**config.mk**
```make
export PLATFORM = sky130hd
export DESIGN_NAME = pbit_sweep_scheduler
export DESIGN_NICKNAME = d
export VERILOG_FILES = /design/src/rtl/pbit_sweep_scheduler.sv
export SDC_FILE = /design/constraint.sdc
export NUM_CORES = 1
export LEC_CHECK = 0
export ABC_AREA = 1
export BUFFER_PORTS_ARGS = -buffer_cell sky130_fd_sc_hd__buf_4
export CORE_MARGIN = 3
export CORE_UTILIZATION = 36
export DETAILED_ROUTE_END_ITERATION = 6
export PLACE_DENSITY = 0.61
export SLEW_MARGIN = 20
export SYNTH_ARGS = -nofsm -noshare
export SYNTH_HDL_FRONTEND = slang
export SYNTH_SLANG_ARGS = --single-unit
export TNS_END_PERCENT = 10
```
**constraint.sdc**
```tcl
create_clock -name clk -period 9.2 [get_ports clk]
set_input_delay 0.46 -clock clk [delete_from_list [all_inputs] [get_ports clk]]
set_output_delay 0.46 -clock clk [all_outputs]
set_load 0.03 [all_outputs]
```
**src/rtl/pbit_sweep_scheduler.sv**
```systemverilog
// pbit_sweep_scheduler
// Sequential Gibbs-sampling controller sharing one external p-bit across an
// N-spin Ising network. Holds J (N x N), h (N) and the spin vector; for each
// spin in order 0..N-1 it accumulates the local field, negates and saturates
// it onto pb_input_val, waits PB_LAT cycles and writes pb_out back as the spin.
//
// Ports:
//   clk, reset        clock, asynchronous active-high reset
//   start             one-cycle run request (accepted only in IDLE)
//   num_sweeps        sweeps per run, latched on accepted start
//   beta_shift        inverse-temperature code, latched on start -> pb_bit_shift
//   cfg_we/row/col/data  host writes: col<N -> J[row][col], col==N -> h[row],
//                     col==N+1 -> spins[row]=data[0]; ignored while busy
//   pb_input_val      signed 4-bit clamp(-field) to the p-bit
//   pb_bit_shift      latched beta_shift
//   pb_out            p-bit sample, taken in WRITE
//   busy, done        run status; done is a one-cycle pulse
//   spins             spin state (1 = +1, 0 = -1)
//   sweep_cnt         sweeps completed in current/last run
module pbit_sweep_scheduler #(
    parameter int N      = 8,
    parameter int ACC_W  = 8,
    parameter int PB_LAT = 2,
    localparam int IW    = (N > 1) ? $clog2(N) : 1
) (
    input  logic                clk,
    input  logic                reset,
    input  logic                start,
    input  logic [7:0]          num_sweeps,
    input  logic [1:0]          beta_shift,
    input  logic                cfg_we,
    input  logic [IW-1:0]       cfg_row,
    input  logic [IW:0]         cfg_col,
    input  logic signed [3:0]   cfg_data,
    output logic signed [3:0]   pb_input_val,
    output logic [1:0]          pb_bit_shift,
    input  logic                pb_out,
    output logic                busy,
    output logic                done,
    output logic [N-1:0]        spins,
    output logic [7:0]          sweep_cnt
);
    localparam int WW = $clog2(PB_LAT + 1);
    localparam logic [IW-1:0] LAST = IW'(N - 1);
    localparam logic signed [ACC_W-1:0] SAT_HI = ACC_W'(7);
    localparam logic signed [ACC_W-1:0] SAT_LO = ACC_W'(-8);

    typedef enum logic [2:0] {
        S_IDLE, S_ACCUM, S_SAT, S_WAIT, S_WRITE, S_DONE
    } state_t;

    state_t state, state_nxt;

    logic signed [3:0]       j_mem [N][N];
    logic signed [3:0]       h_mem [N];
    logic [IW-1:0]           i_idx, j_idx;
    logic [7:0]              target;
    logic [WW-1:0]           wcnt;
    logic signed [ACC_W-1:0] acc, acc_sum, base, wsel, term, neg_acc;
    logic signed [3:0]       sat;
    logic                    cfg_ok;

    // State register
    always_ff @(posedge clk or posedge reset) begin
        if (reset) state <= S_IDLE;
        else       state <= state_nxt;
    end

    // Next state and status outputs
    always_comb begin
        state_nxt = state;
        busy      = 1'b0;
        done      = 1'b0;
        case (state)
            S_IDLE: begin
                if (start) state_nxt = (num_sweeps == 8'd0) ? S_DONE : S_ACCUM;
            end
            S_ACCUM: begin
                busy = 1'b1;
                if (j_idx == LAST) state_nxt = S_SAT;
            end
            S_SAT: begin
                busy      = 1'b1;
                state_nxt = S_WAIT;
            end
            S_WAIT: begin
                busy = 1'b1;
                if (wcnt == WW'(PB_LAT - 1)) state_nxt = S_WRITE;
            end
            S_WRITE: begin
                busy = 1'b1;
                if (i_idx == LAST && (sweep_cnt + 8'd1) == target)
                    state_nxt = S_DONE;
                else
                    state_nxt = S_ACCUM;
            end
            S_DONE: begin
                done      = 1'b1;
                state_nxt = S_IDLE;
            end
            default: state_nxt = S_IDLE;
        endcase
    end

    // Field accumulation. The bias is folded in on the j==0 cycle instead of
    // preloading acc on ACCUM entry, so a cfg write landing on the same edge
    // as start is already visible to the first update.
    always_comb begin
        wsel    = ACC_W'(j_mem[i_idx][j_idx]);
        base    = (j_idx == '0) ? ACC_W'(h_mem[i_idx]) : acc;
        if (j_idx == i_idx)      term = '0;
        else if (spins[j_idx])   term = wsel;
        else                     term = -wsel;
        acc_sum = base + term;
        neg_acc = -acc;
        if (neg_acc > SAT_HI)      sat = 4'sd7;
        else if (neg_acc < SAT_LO) sat = 4'sb1000;
        else                       sat = neg_acc[3:0];
    end

    assign cfg_ok = cfg_we && !busy;

    always_ff @(posedge clk or posedge reset) begin
        if (reset) begin
            for (int unsigned r = 0; r < N; r++) begin
                h_mem[r] <= '0;
                for (int unsigned c = 0; c < N; c++) j_mem[r][c] <= '0;
            end
            spins        <= '0;
            sweep_cnt    <= '0;
            pb_input_val <= '0;
            pb_bit_shift <= '0;
            target       <= '0;
            i_idx        <= '0;
            j_idx        <= '0;
            wcnt         <= '0;
            acc          <= '0;
        end else begin
            if (cfg_ok && int'(cfg_row) < N) begin
                if (int'(cfg_col) < N)        j_mem[cfg_row][cfg_col[IW-1:0]] <= cfg_data;
                else if (int'(cfg_col) == N)  h_mem[cfg_row] <= cfg_data;
                else if (int'(cfg_col) == N+1) spins[cfg_row] <= cfg_data[0];
            end
            case (state)
                S_IDLE: begin
                    if (start) begin
                        target       <= num_sweeps;
                        pb_bit_shift <= beta_shift;
                        i_idx        <= '0;
                        j_idx        <= '0;
                        sweep_cnt    <= '0;
                    end
                end
                S_ACCUM: begin
                    acc   <= acc_sum;
                    j_idx <= (j_idx == LAST) ? '0 : j_idx + 1'b1;
                end
                S_SAT: begin
                    pb_input_val <= sat;
                    wcnt         <= '0;
                end
                S_WAIT: wcnt <= wcnt + 1'b1;
                S_WRITE: begin
                    spins[i_idx] <= pb_out;
                    j_idx        <= '0;
                    if (i_idx == LAST) begin
                        i_idx     <= '0;
                        sweep_cnt <= sweep_cnt + 8'd1;
                    end else begin
                        i_idx <= i_idx + 1'b1;
                    end
                end
                default: ;
            endcase
        end
    end
endmodule

```
==> impl_metrics.ini, run 1 <==
[grt]
overflow = 0
antenna_found_initial = 0
grt_util_all_layers_pct = 20.6
grt_pass1_wl_mm = 78.9
grt_max_degree = 190
grt_pass1_vias = 14200

[synth]
synthCells = 2188
synth-xor-area-share_pct = 1.06
yosysUniqueCellTypes = 39
synth_top_family_by_area = simple AND/OR/NAND/NOR gates
syn_avg_cell_area_sq_um = 7.57
yosysWarnings = 0
muxShareOfSynthArea_pct = 0
ys_seq_area_share_pct = 50.9
synthSimpleGateAreaFrac_pct = 29.3
synthAdderAreaFrac_pct = 1.41
ys_ff_latch = 337
synth_nets = 2232
netlist_area_sq_um = 16600
synth_compound_gate_area_share_pct = 12.9

[clock_network]
clkTransAtPathRegs_ns = 0.06
cts_tree = built
cts_made_buffers = 38
cts_resized = 0
cts_hold_buf = 0
htreeDepth = 2
cts_sinks = 337
postCtsSetupRepairBufs = 0
clock_latency_ns = 0.56
cts_root_buf = clkbuf_16
clockBufferDepth = 3

[sta]
worst_pin_slew_ns = 1.13
setup_tns_ns = 0
setup_viol = 0
fin_crit_sh_pct = 58.5
rsz0062_at_grt = no
fin_skew_ns = 0.0261
fmaxAchievable_mhz = 186
slew_viol_final = 0
hold_viol_final = 0
period_needed_ns = 5.39
relSlewSlack_pct = 24.8

[finish]
fin_nets = 2251
drive_gt1_share_pct = 6.76
n_antenna_cell = 0
fin_cells = 2826
fin_area_sq_um = 18700
final_util_pct = 41.8
area_delta_synth_final_pct = 13.1

[worst_setup_path]
startpoint_type = flip-flop
rr_endpoint = acc[6]$_DFFE_PP0P_
ff2ff_path_depth = 26
cp-end-kind = flip-flop
rr_startpoint = i_idx[0]$_DFFE_PP0P_
cp_max_fo = 91
reg2reg_slack_ns = 3.81
worstPathArrival_ns = 5.81
endpoint = acc[6]$_DFFE_PP0P_
critPathLaunch = i_idx[0]$_DFFE_PP0P_
crit_type = reg -> reg
cp_data_required_time_ns = 9.62

[route]
wire_per_inst_microns = 17.3
dr.pass1.iters = 6
vias_per_cell = 5.20
drtIter0Drc = 1357
via_count = 14700
ant_nets = 0
route.detailed.drc = 0
wirelength_mm = 49.0

[placement]
post-dp-hpwl_mm = 30.3
port-buffer-count = 49
place_inst = 2758
placed_area_sq_um = 17500
place.gp.congestion = 0.840

[floorplan]
start_util_pct = 37.0
die_y_microns = 220
core_sq_um = 44800
die_width_microns = 220
rows = 77
ioPinCount = 50
die_area_sq_um = 48600

[power]
powerDensity_nw_per_um2 = 262
p_leak_nw = 9.01
vdd_ir_drop_max_v = 0.000171
power_mw = 4.91

[run_status]
outcome = complete, no violations

[worst_hold_path]
hp-class = in -> reg
hp-start = num_sweeps[7]

[flow_run]
drv_cap = 0
-- metal layers --
metal | vias up | wire length (microns) | track usage, %
li1 | 7109 | - | -
met1 | 7069 | 22400 | 28.4
met2 | 427 | 22000 | 32.6
met3 | 93 | 3170 | 3.97
met4 | 0 | 1480 | 7.10
met5 | - | 0 | 0
-- layout make-up --
type / count / area, sq um
timing repair buffer: 69 / 551
tap: 592 / 741
clock buffer: 58 / 1110
multi-input combinational: 1661 / 7390
clock inverter: 9 / 124
fill: 4631 / 26100
inverter: 100 / 383
sequential: 337 / 8440
-- flip-flops by register name (all words and copies together), names as in the netlist --
| signal | flops |
|---|---|
| pb_bit_shift | 2 |
| j_mem | 256 |
| sweep_cnt | 8 |
| spins | 8 |
| pb_input_val | 4 |
| j_idx | 3 |
| wcnt | 2 |
| state | 3 |
| h_mem | 32 |
| i_idx | 3 |
| acc | 8 |
| target | 8 |
-- per-stage QoR --
step	hold slack (ns)	worst slack (ns)
floorplan	0.445	4.24
global placement	0.459	3.98
detailed placement	0.466	3.94
CTS	0.0870	3.93
global route	0.114	3.31
finish	0.108	3.81
-- critical path: stages, from the launching register on --
cell and delay, ns:
dfrtp_4 0.74, inv_4 0.43, buf_4 0.89, nand2_1 0.13, nand2_1 0.11, nand2_1 0.05
nand2_1 0.10, nand2_1 0.06, nand3_1 0.13, nand3_1 0.09, nand3_1 0.21, nand2_1 0.19
ha_1 0.24, or2_2 0.30, nor2_1 0.11, nor2_1 0.06, ha_1 0.32, nand2_1 0.08
inv_1 0.05, nor2_1 0.08, nor2_1 0.04, nor2_1 0.13, nor2_1 0.07, o21a_1 0.16
nor2_1 0.12, xor2_1 0.15, o21ai_0 0.08
-- synth_stat cells --
cell      instances  share of area, %
o41ai_1           1             0.053
dfrtp_1         337                51
o21a_1            1             0.045
nor2_1           78               1.8
nor4_2            1             0.076
inv_1            97               2.2
or2_2             4              0.15
nand4_1           3              0.11
nor3_1           31              0.94
a211oi_1          1             0.045
nor2_2            6              0.23
o311ai_0          1             0.053
o22ai_1          17              0.64
nand3b_1          1             0.045
a21boi_0          4              0.18
nand2_2           1             0.038
xnor2_1           7              0.37
a22o_1            3              0.16
nor4_1            7              0.26
o31ai_1           3              0.14
inv_2             3             0.068
o21ai_0         313               9.5
a31oi_1           5              0.19
and3_1            1             0.038
nand3_1          80               2.4
nand2_1        1001                23
fa_1              1              0.12
xor2_1           13              0.69
o211ai_1          8              0.36
a221oi_1          1             0.053
ha_1             17               1.3
a21o_1            1             0.045
o21ai_1          24              0.73
clkbuf_1         66               1.5
o32ai_1           2              0.11
nor4_4            4              0.51
buf_2            20              0.60
a21oi_1          20              0.60
buf_1             4             0.091
-- cell usage in the layout, fill, tap and decap left out, types with 2 or more instances in the layout --
cell type  instances
o211ai_1           8
nor2_2             7
nor3_1            31
a21oi_1           20
or2_2              4
bufinv_16          3
inv_2              6
ha_1              17
clkinv_2           6
o22ai_1           17
nor4_1             7
buf_4             67
o31ai_1            3
clkbuf_8           6
o21ai_0          313
nand4_1            3
nor2_1            77
a22o_1             3
o32ai_1            2
o21ai_1           24
xnor2_1            7
a31oi_1            5
a21boi_0           4
nand2_1         1001
clkbuf_16         39
nand3_1           80
nor4_4             4
inv_1             91
xor2_1            13
dfrtp_1          335
clkbuf_1          13
-- worst min path at each step --
stage          depth (start not counted)  slack, ns                endpoint
3_5_place_dp                           2       0.47  j_mem[231]$_DFFE_PP0P_
6_report                               3       0.11   target[7]$_DFFE_PP0P_
5_1_grt                                3       0.11   target[7]$_DFFE_PP0P_
2_1_floorplan                          2       0.45   h_mem[15]$_DFFE_PP0P_
3_3_place_gp                           2       0.46   j_mem[27]$_DFFE_PP0P_
4_1_cts                                3       0.09   target[7]$_DFFE_PP0P_
-- where the power goes --
group | internal, mW | switching [mW] | leakage (nW) | total [mW]
logic | 0.489 | 1.01 | 3.80 | 1.50
registers | 1.69 | 0.187 | 4.60 | 1.88
clock network | 0.913 | 0.621 | 0.606 | 1.53
-- kinds of logic (layout without fill, tap and decap cells) --
| logic type | after synthesis | after routing |
|---|---|---|
| fa+ha+maj | 18 | 18 |
| compound gates | 405 | 405 |
| buf+inv | 190 | 236 |
| xor+xnor | 20 | 20 |
| flops | 337 | 337 |
| simple gates | 1218 | 1218 |
(Power assumes the default switching activity.)
==> run 2, diff against run 1 <==
--- a/config.mk
+++ b/config.mk
@@ -10,7 +10,7 @@
 export CORE_MARGIN = 3
 export CORE_UTILIZATION = 36
 export DETAILED_ROUTE_END_ITERATION = 6
-export PLACE_DENSITY = 0.61
+export PLACE_DENSITY = 0.59
 export SLEW_MARGIN = 20
 export SYNTH_ARGS = -nofsm -noshare
 export SYNTH_HDL_FRONTEND = slang
==> constraint.sdc (replaced) <==
create_clock -name clk -period 5.6 [get_ports clk]
set_input_delay 0.28 -clock clk [delete_from_list [all_inputs] [get_ports clk]]
set_output_delay 0.28 -clock clk [all_outputs]
set_load 0.03 [all_outputs]
==> run 2 against run 1 <==
  * Non-clock buffer count grew 19
  * Via count grew 0.91%
  * Routed wire length grew 2.2%
==> impl_metrics.ini, run 2 (same netlist as run 1, synthesis figures left out) <==
[run_status]
outcome = complete, no violations

[power]
p_leak_nw = 9.13
powerDensity_nw_per_um2 = 429
combPwrFrac_pct = 30.9
switching_share_pct = 36.8
vdd_ir_drop_max_v = 0.000245
power_mw = 8.14
clkPwrFrac_pct = 31.5
power_switching_mw = 2.99
pwr-share-seq_pct = 37.6
p_int_mw = 5.15

[finish]
final_util_pct = 42.4
regMostFlops = j_mem
layout_common_cells = nand2_1 (1,001), dfrtp_1 (335), o21ai_0 (313)
reg_top3 = j_mem: 256 flops, h_mem: 32 flops
area_delta_synth_final_pct = 14.6
fin_cells = 2846
fin_nets = 2270
n_antenna_cell = 0
largest_reg_flops = 256
drive_gt1_share_pct = 7.28
fin_area_sq_um = 19000
final_common_cell = nand2_1

[placement]
post-dp-hpwl_mm = 31.1
dp_slack_ns = 1.18
port-buffer-count = 49
place.gp.congestion = 0.847
placed_area_sq_um = 17600
place_inst = 2766

[worst_hold_path]
hp-class = in -> reg

[sta]
hold_viol_final = 0
slew_viol_final = 0
fin_crit_sh_pct = 80.5
period_needed_ns = 4.51
rsz0062_at_grt = no
hold_ws_ns = 0.0568
setup_tns_ns = 0
fin_ws_ns = 1.09
setup_viol = 0
fmaxAchievable_mhz = 222
relSlewSlack_pct = 23.4
fin_skew_ns = 0.0105
worst_pin_slew_ns = 1.14

[route]
drtIter0Drc = 1280
wirelength_mm = 50.1
drt-met1-wl_mm = 22.6
top_layer_used = met4
wire_per_inst_microns = 17.6
ant_nets = 0
dr.pass1.iters = 6
route.detailed.drc = 0
dr_wl_met2_mm = 22.9
via_count = 14800
vias_per_cell = 5.21
wl_met3_mm = 3.17

[clock_network]
cts_made_buffers = 38
cts_sinks = 337
clockBufferDepth = 3
cts_tree = built
clock_latency_ns = 0.55
clkTransAtPathRegs_ns = 0.06
cts_resized = 0
htreeDepth = 2
cts_root_buf = clkbuf_16

[worst_setup_path]
cpPeakStageDelay_ns = 0.71
cp_max_fo = 48
crit_path_top_delay_cell = dfrtp_4
critPathLaunch = i_idx[0]$_DFFE_PP0P_
path_buf_inv = 4
crit_type = reg -> reg
cp.depth = 25
ff2ff_path_depth = 25
rr_startpoint = i_idx[0]$_DFFE_PP0P_
endpoint = acc[6]$_DFFE_PP0P_
cp_data_required_time_ns = 6.01
cp_top_family = simple AND/OR/NAND/NOR gates
reg2reg_slack_ns = 1.09
startpoint_type = flip-flop
cp-end-kind = flip-flop
rr_endpoint = acc[6]$_DFFE_PP0P_
cp_common_cell = nand2_1
worstPathArrival_ns = 4.92

[grt]
overflow = 0
antenna_found_initial = 0
grt_pass1_vias = 14500
grt_util_all_layers_pct = 20.9
grt_max_degree = 160
grt_pass1_wl_mm = 80.3

[floorplan]
ioPinCount = 50
die_width_microns = 220
rows = 77
die_y_microns = 220
die_area_sq_um = 48600
core_sq_um = 44800
start_util_pct = 37.0

[flow_run]
drv_cap = 0
## run 2: cell count changes in the layout (fill, tap and decap cells not counted), moves of 2 or more
cell           before  now
buf_4              67   72
clkbuf_16          39   41
dlygate4sd3_1       0   12
buf_12              1    4
clkbuf_1           13    9
nor3_1             31   29
bufinv_16           3    1
clkbuf_8            6   12
nor3_2              0    2
## run 2: tightest hold or removal path, cell delays in order
cell and delay (ns):
buf_4 0.13, nand3_1 0.08, a31oi_1 0.08
## run 2: how the worst min path moves through the flow
stage / from / end / slack, ns / depth (start not counted)
4_1_cts: cfg_data[0] / spins[0]$_DFF_PP0_ / 0.04 / 3
2_1_floorplan: beta_shift[0] / pb_bit_shift[0]$_DFFE_PP0P_ / 0.39 / 2
3_3_place_gp: j_mem[231]$_DFFE_PP0P_ / j_mem[231]$_DFFE_PP0P_ / 0.46 / 2
3_5_place_dp: h_mem[15]$_DFFE_PP0P_ / h_mem[15]$_DFFE_PP0P_ / 0.47 / 2
6_report: cfg_data[0] / spins[0]$_DFF_PP0_ / 0.06 / 3
5_1_grt: cfg_data[0] / spins[0]$_DFF_PP0_ / 0.05 / 3
## run 2: cell type report
class                           count  area [sq um]
Multi-Input combinational cell   1661          7400
Clock buffer                       62          1220
Timing Repair Buffer               88           741
Inverter                          100           383
Fill cell                        4483         25800
Sequential cell                   337          8440
Tap cell                          592           741
Clock inverter                      6          55.1
## run 2: metal layers
layer / track usage, % / up-vias
li1: - / 7153
met1: 28.8 / 7117
met4: 7.08 / 0
met3: 3.25 / 92
met5: 0 / -
met2: 33.7 / 470
## run 2: power by group through the flow
stage	clock, mW	sequential [mW]	combinational [mW]
after floorplan	0	3.05	1.74
after global placement	0	3.09	2.43
after detailed placement	0	3.09	2.49
after CTS	2.62	3.05	2.51
after global routing	2.73	3.10	2.87
final	2.56	3.06	2.52
## run 2: what timing repair did
item / in CTS / in global routing
hold buffers: 12 / 0
endpoints found under the hold margin: 48 / 0
setup buffers: 0 / 0
